==> src/rtl/pipeline_pkg.sv <==
// Shared types and constants for the 3-stage pipeline control logic.
package pipeline_pkg;

  typedef enum logic [0:0] {
    RUN       = 1'b0,
    LOAD_WAIT = 1'b1
  } hctl_state_t;

  localparam logic [3:0]  REG_PC = 4'hF;
  localparam logic [31:0] NOP    = 32'hE320F000;

endpackage

==> src/rtl/hazard_match.sv <==
// Flags when any valid decode source register equals the execute destination.
module hazard_match
  import pipeline_pkg::*;
(
  input  logic [3:0] dec_rn,
  input  logic [3:0] dec_rm,
  input  logic [3:0] dec_rs,
  input  logic [2:0] dec_uses,
  input  logic [3:0] ex_rd,
  output logic       match
);

  // R15 reads come from the PC path, so they never depend on an in-flight load.
  logic rn_hit, rm_hit, rs_hit;

  assign rn_hit = dec_uses[0] && (dec_rn == ex_rd) && (dec_rn != REG_PC);
  assign rm_hit = dec_uses[1] && (dec_rm == ex_rd) && (dec_rm != REG_PC);
  assign rs_hit = dec_uses[2] && (dec_rs == ex_rd) && (dec_rs != REG_PC);
  assign match  = rn_hit || rm_hit || rs_hit;

endmodule

==> src/rtl/hazard_controller.sv <==
// Decode-stage stall/bubble sequencing, branch epoch tracking and stall counter.
// Handshake: mem_busy=1 freezes the whole pipe; execute keeps branch_taken high until mem_busy drops.
module hazard_controller
  import pipeline_pkg::*;
#(
  parameter int LOAD_STALL_CYCLES = 1,
  parameter int CNT_W             = 16
) (
  input  logic             clk,
  input  logic             rst_n,
  input  logic             dec_valid,
  input  logic [3:0]       dec_rn,
  input  logic [3:0]       dec_rm,
  input  logic [3:0]       dec_rs,
  input  logic [2:0]       dec_uses,
  input  logic             ex_wr_en,
  input  logic             ex_is_load,
  input  logic [3:0]       ex_rd,
  input  logic             mem_busy,
  input  logic             branch_taken,
  output logic             sel_stall,
  output logic             stall_all,
  output logic             ex_bubble,
  output logic             branch_epoch,
  output logic             branch_ref,
  output logic [CNT_W-1:0] stall_cnt
);

  localparam logic [2:0] WAIT_RELOAD = 3'(LOAD_STALL_CYCLES - 1);
  localparam logic [CNT_W-1:0] CNT_ONE = {{(CNT_W-1){1'b0}}, 1'b1};

  hctl_state_t state, nxt_state;
  logic [2:0]  wait_cnt, nxt_wait;
  logic        epoch, epoch_toggle;
  logic        match, hazard;
  logic        sel_stall_c, stall_all_c, ex_bubble_c;

  hazard_match u_match (
    .dec_rn   (dec_rn),
    .dec_rm   (dec_rm),
    .dec_rs   (dec_rs),
    .dec_uses (dec_uses),
    .ex_rd    (ex_rd),
    .match    (match)
  );

  assign hazard = dec_valid && ex_wr_en && ex_is_load && match;

  // Priority: memory wait, then branch redirect, then load-use sequencing.
  always_comb begin
    sel_stall_c  = 1'b0;
    stall_all_c  = 1'b0;
    ex_bubble_c  = 1'b0;
    epoch_toggle = 1'b0;
    nxt_state    = state;
    nxt_wait     = wait_cnt;
    if (mem_busy) begin
      sel_stall_c = 1'b1;
      stall_all_c = 1'b1;
    end else if (branch_taken) begin
      epoch_toggle = 1'b1;
      nxt_state    = RUN;
      nxt_wait     = 3'd0;
    end else if (state == LOAD_WAIT) begin
      sel_stall_c = 1'b1;
      ex_bubble_c = 1'b1;
      nxt_wait    = wait_cnt - 3'd1;
      if (wait_cnt == 3'd1) nxt_state = RUN;
    end else if (hazard) begin
      sel_stall_c = 1'b1;
      ex_bubble_c = 1'b1;
      if (LOAD_STALL_CYCLES > 1) begin
        nxt_wait  = WAIT_RELOAD;
        nxt_state = LOAD_WAIT;
      end
    end
  end

  always_ff @(posedge clk or negedge rst_n) begin
    if (!rst_n) begin
      state     <= RUN;
      wait_cnt  <= 3'd0;
      epoch     <= 1'b0;
      stall_cnt <= '0;
    end else begin
      state    <= nxt_state;
      wait_cnt <= nxt_wait;
      if (epoch_toggle) epoch <= ~epoch;
      if (sel_stall_c && !(&stall_cnt)) stall_cnt <= stall_cnt + CNT_ONE;
    end
  end

  // Strobes are forced low while reset is held, whatever the inputs do.
  assign sel_stall    = rst_n && sel_stall_c;
  assign stall_all    = rst_n && stall_all_c;
  assign ex_bubble    = rst_n && ex_bubble_c;
  assign branch_epoch = epoch;
  assign branch_ref   = epoch;

endmodule

==> config.mk <==
export PLATFORM = sky130hd
export DESIGN_NAME = hazard_controller
export DESIGN_NICKNAME = d
export VERILOG_FILES = /design/src/rtl/pipeline_pkg.sv /design/src/rtl/hazard_match.sv /design/src/rtl/hazard_controller.sv
export SDC_FILE = /design/constraint.sdc
export NUM_CORES = 1
export LEC_CHECK = 0
export CAP_MARGIN = 20
export CORE_MARGIN = 10
export CORE_UTILIZATION = 45
export DETAILED_ROUTE_END_ITERATION = 6
export HOLD_SLACK_MARGIN = 0.05
export PLACE_DENSITY = 0.86
export SETUP_SLACK_MARGIN = 0.3
export SYNTH_ARGS = -nofsm -noshare
export SYNTH_HDL_FRONTEND = slang
export SYNTH_SLANG_ARGS = --single-unit
==> constraint.sdc <==
create_clock -name clk -period 2 [get_ports clk]
set_input_delay 0.4 -clock clk [delete_from_list [all_inputs] [get_ports clk]]
set_output_delay 0.4 -clock clk [all_outputs]
set_load 0.05 [all_outputs]
Yosys cells after proc, flatten, opt, wreduce, memory -nomap -nowiden

Cells that the tools add are included.

Register bits: 21
Bits in latches: 0
RAM bits: 0
Bits in read-only memories: 0
Input port bits: 26
Output and inout bits: 21
Logic and storage cells: 47
Memories: 0

$add $sub $neg: 2
$mul: 0
Divide/modulo/power cells: 0
Order comparisons: 0
Eq/ne operators: 7
Shift-type cells: 0
Muxes and demuxes: 13
Bitwise gates (word level): 2
Reductions and logical operators: 19

Operators by type and width:

| cell                                             | count |
|---|---|
| adder 16 x 1 -> 16 bit, second input constant    | 1 |
| AND reduction 16 bit                             | 1 |
| logical AND 1 bit                                | 13 |
| == test 4 bit                                    | 3 |
| != test 4 bit, second input constant             | 3 |
| two-way mux 1 bit                                | 11 |
| two-way mux 3 bit                                | 2 |
| == test 3 x 1 -> 1 bit, second input constant    | 1 |
| subtractor 3 x 1 -> 3 bit, second input constant | 1 |
| logical OR 1 bit                                 | 2 |
| inverter 1 bit                                   | 2 |
| AND reduction 2 bit                              | 1 |
| nonzero test 2 bit                               | 1 |
| logical NOT 1 bit                                | 1 |

Logic depth before layout (Yosys ltp)

Depth in word-level cells: 11
Gate-level depth with buffers: 7

Cells and area by module

A second synthesis with hierarchy kept.

Cell total of the unflattened synthesis: 128
Area total of the unflattened synthesis: 1238.7 µm²

By module, submodules not included:

| module            | times used | cells each | area each (µm²) |
|---|---|---|---|
| hazard_controller | 1          | 101        | 1066.0 |
| hazard_match      | 1          | 27         | 172.7 |

Least setup slack after synthesis

Ideal clock, no wire load.

Kind: input-to-output
Start: input port ex_rd[3]
End: output port sel_stall
Data arrival time: 2.291 ns
Required time: 1.600 ns
Slack: -0.691 ns
Stages on the path: 5
Path buffers: 1
Cells stage by stage: or2_1 > a21oi_1 > nor4_4 > buf_6 > nor3b_1

Cells in the longest elaborated chain, start to end: 11
Elaborated cells between the ends (all ways): 17
Those cells by class: eq/ne: 3; mux: 4; reduce/logical: 10

Ends and longest elaborated chain:

| item                                                     | line                                   | text |
|---|---|---|
| start: declaration                                       | hazard_controller.sv:18                | `input logic [3:0] ex_rd,` |
| == test 4 bit, on equally long branches                  | hazard_match.sv:16, hazard_match.sv:17 |  |
| logical AND 1 bit, on equally long branches (2 in a row) | hazard_match.sv:16, hazard_match.sv:17 |  |
| logical OR 1 bit                                         | hazard_match.sv:19                     | `assign match = rn_hit \|\| rm_hit \|\| rs_hit;` |
| logical OR 1 bit (*)                                     | hazard_match.sv:19                     |  |
| logical AND 1 bit (*)                                    | hazard_controller.sv:47                | `assign hazard = dec_valid && ex_wr_en && ex_is_load && match;` |
| two-way mux 1 bit (*)                                    | hazard_controller.sv:69                | `end else if (hazard) begin` |
| two-way mux 1 bit (*)                                    | hazard_controller.sv:64                | `end else if (state == LOAD_WAIT) begin` |
| two-way mux 1 bit (*)                                    | hazard_controller.sv:60                | `end else if (branch_taken) begin` |
| two-way mux 1 bit (*)                                    | hazard_controller.sv:57                | `if (mem_busy) begin` |
| logical AND 1 bit (*)                                    | hazard_controller.sv:94                | `assign sel_stall = rst_n && sel_stall_c;` |
| end: declaration                                         | hazard_controller.sv:21                | `output logic sel_stall,` |

Every way passes the cells marked *; elsewhere a longest branch is shown, timed or not.

Worst setup path after layout

Start: input port ex_rd[1]
End: output port sel_stall

Same word-level chain as after synthesis.

==> metrics.txt <==
Final min period=2090 ps; worst min path class=input pin to async pin; post-route ant nets=0; Syn-to-layout area delta=82.2%; clock sinks=21; Setup CP Type=input pin to output pin; worst ir drop on vdd=835 uV; routed via count=1500; TritonCTS clock tree=built; Residual DRC=0; R2R cell count=7; crit path DAT=1690 ps; drt pass-1 iters=5; sequential share of power=33.4%; MaxCap Viol Count=0; GRT Total Usage=20.4%; Worst EP required=1600 ps; Initial Util=48.6%; die width=75.3 microns; Post-Syn Area per Cell=9.81 sq um; Worst-path clk slew=130 ps; Most used DFF post-synth=dfrtp_1; cell row count=19; Inserted Clock Buffers=3; Setup-failing EPs final=2; Die H=75.3 microns; Total Wirelength=5790 microns; Yosys top cell by area=dfrtp_1; Cell Count, Final, Fillers Out=244; Starting DRT DRC Count=165; slew margin rel.=55.5%; fillcell total=130; fraction of layout cells with a size suffix above 1=56.3%; WL/cell=23.7 microns; failing checks=setup timing; vias in the first global route=1608; top-count cell post-synth=dfrtp_1; largest net degree at the start of global routing=13; count of pins over their slew limit=0; Final Skew=7.46 ps; hold-fix buffers at CTS=0; Post-synth ARST share=100%; area of the die=5660 sq um; Post-synth top cells=21 x dfrtp_1, 13 x xor2_1, 11 x xnor2_1; Seq/Total Area, Yosys=38.3%; worst flop-to-flop path endpoint=stall_cnt[11]$_DFFE_PN0P_; # nets final=243; combinational group share of total power=56.6%; GRT overflow=0; element type at the critical path start=input pin; global-route wire length before repair=8760 microns; Synth Warn #=0; Final Wtd Congestion=0.818; Max Root-Sink Buffers=2; top cell type's share of synthesized area=38.3%; Skew-Pair Late Insertion Delay=320 ps; Power Total=2150 uW; multi-input logic area=1190 sq um; initial antenna violation count=0; Power Density=860 nW/um^2; dpl cells=230; Clk pwr share=10.1%; # diodes=0; Cells after Synth=140; # H-tree levels=1; status=finished with violations; Yosys reg bits=21; switching power=1090 uW; Net Sw Frac=50.6%; num ports=47; Max Clk Rate=478 MHz; Post-synth EDFFs=0; root buf cell=clkbuf_4; syn nets=169; RR Startpoint=stall_cnt[0]$_DFFE_PN0P_; Synth area leaders=dfrtp_1 38%, xor2_1 8.3%, nor4_2 8.2%, xnor2_1 7.0%, nand4_1 3.6%; area of the core=2830 sq um; IO Port Bufs=46; Distinct cells, synth=34; final worst slack=-90.2 ps; Critical Path Sink Type=output pin; vias per inst=6.15; Reg area=546 sq um; leakage power=0.00101 uW; internal power=1060 uW; detailed placement HPWL=3370 microns; part of the cycle the worst path needs=105%; R2R setup slack=170 ps; mapped cell area=1370 sq um; RSZ-0062 raised after global routing=yes; Final Hold Violating Endpoints=0; worst slew pin tran=660 ps; CP Max Fanout=3
[per-stage QoR]
| stage | utilization (%) | TNS, ps | hold WS, ps | cell area [sq um] | setup slack [ps] |
|---|---|---|---|---|---|
| after floorplan | - | 0 | 104 | 1470 | 33.9 |
| after global placement | 73.4 | -6370 | 474 | 2080 | -442 |
| after detailed placement | 73.4 | -8210 | 477 | 2080 | -510 |
| after CTS | 85.5 | -42.8 | 273 | 2420 | -42.8 |
| after global routing | 88.5 | -199 | 304 | 2500 | -134 |
| final | 88.5 | -118 | 302 | 2500 | -90.2 |
[worst max-delay path, stage by stage]
cell and delay, ps:
buf_8 100, buf_8 130, xnor2_4 140, nand4_1 170, o22ai_4 250, nor4_4 90
nor3b_4 220, buf_6 190
[final cells by class]
cell class / instances / area share [%]
well taps: 31 / 1.55
clock inverters: 1 / 0.200
clock buffers: 3 / 0.900
repair buffers: 74 / 27.4
flip-flops and latches: 21 / 21.8
multi-input cells: 109 / 47.4
inverters: 5 / 0.750
[kinds of logic (layout without fill, tap and decap cells)]
logic type	count (synthesis)	in the layout	share of synthesized area [%]
mux	2	2	1.91
flops	21	21	38.3
xor+xnor	24	24	15.3
compound gates	15	15	6.74
simple gates	65	65	31.1
fa+ha+maj	3	3	2.73
buf+inv	10	83	3.92
[layout by cell type (no fill, tap or decap), drive strengths merged]
master / synthesis / routed
nand4: 8 / 8
nand3: 9 / 9
ha: 3 / 3
mux2: 2 / 2
nor3: 4 / 4
o21bai: 1 / 1
buf: 4 / 42
inv: 5 / 5
nor4b: 1 / 1
nand2b: 1 / 1
and4: 1 / 1
a21oi: 8 / 8
clkdlybuf4s15: 0 / 13
clkbuf: 1 / 12
o22ai: 1 / 1
o21ai: 4 / 4
nor2: 9 / 9
o41ai: 1 / 1
and3: 1 / 1
xor2: 13 / 13
dlygate4sd2: 0 / 9
nand4b: 1 / 1
or2: 1 / 1
and2: 4 / 4
nor3b: 1 / 1
nand2: 10 / 10
clkinv: 0 / 1
nor4: 14 / 14
dlymetal6s2s: 0 / 1
xnor2: 11 / 11
dfrtp: 21 / 21
[power by group through the flow]
stage / logic (uW) / registers [uW] / clock network [uW]
floorplan: 315 / 1050 / 0
global placement: 1020 / 703 / 0
finish: 1220 / 719 / 216
global route: 1270 / 740 / 236
CTS: 1090 / 710 / 202
detailed placement: 1050 / 715 / 0
[registers in the layout, summed over array words and instances, names as in the netlist]
signal,count
state,1
stall_cnt,16
wait_cnt,3
branch_epoch,1
[worst max path at each step]
stage / from / endpoint / slack, ps / cells past startpoint
2_1_floorplan: ex_rd[1] / sel_stall / 30 / 6
3_3_place_gp: ex_rd[1] / sel_stall / -440 / 8
3_5_place_dp: ex_rd[1] / stall_cnt[15]$_DFFE_PN0P_ / -510 / 8
4_1_cts: ex_rd[2] / sel_stall / -40 / 8
5_1_grt: ex_rd[1] / sel_stall / -130 / 8
6_report: ex_rd[1] / sel_stall / -90 / 8
[per-layer routing]
layer,wire [microns],GRT usage (%)
met5,0,0
met4,144,6.39
met3,520,5.52
met2,3000,37.6
met1,2120,22.3
[what timing repair did]
action / in CTS / in global routing
pin swaps: 48 / 16
gates cloned: 0 / 0
setup endpoints to repair: 34 / 33
hold endpoints to repair: 0 / 0
setup buffers: 3 / 7
resized for setup: 131 / 36
Power figures use the tool's default switching activity.
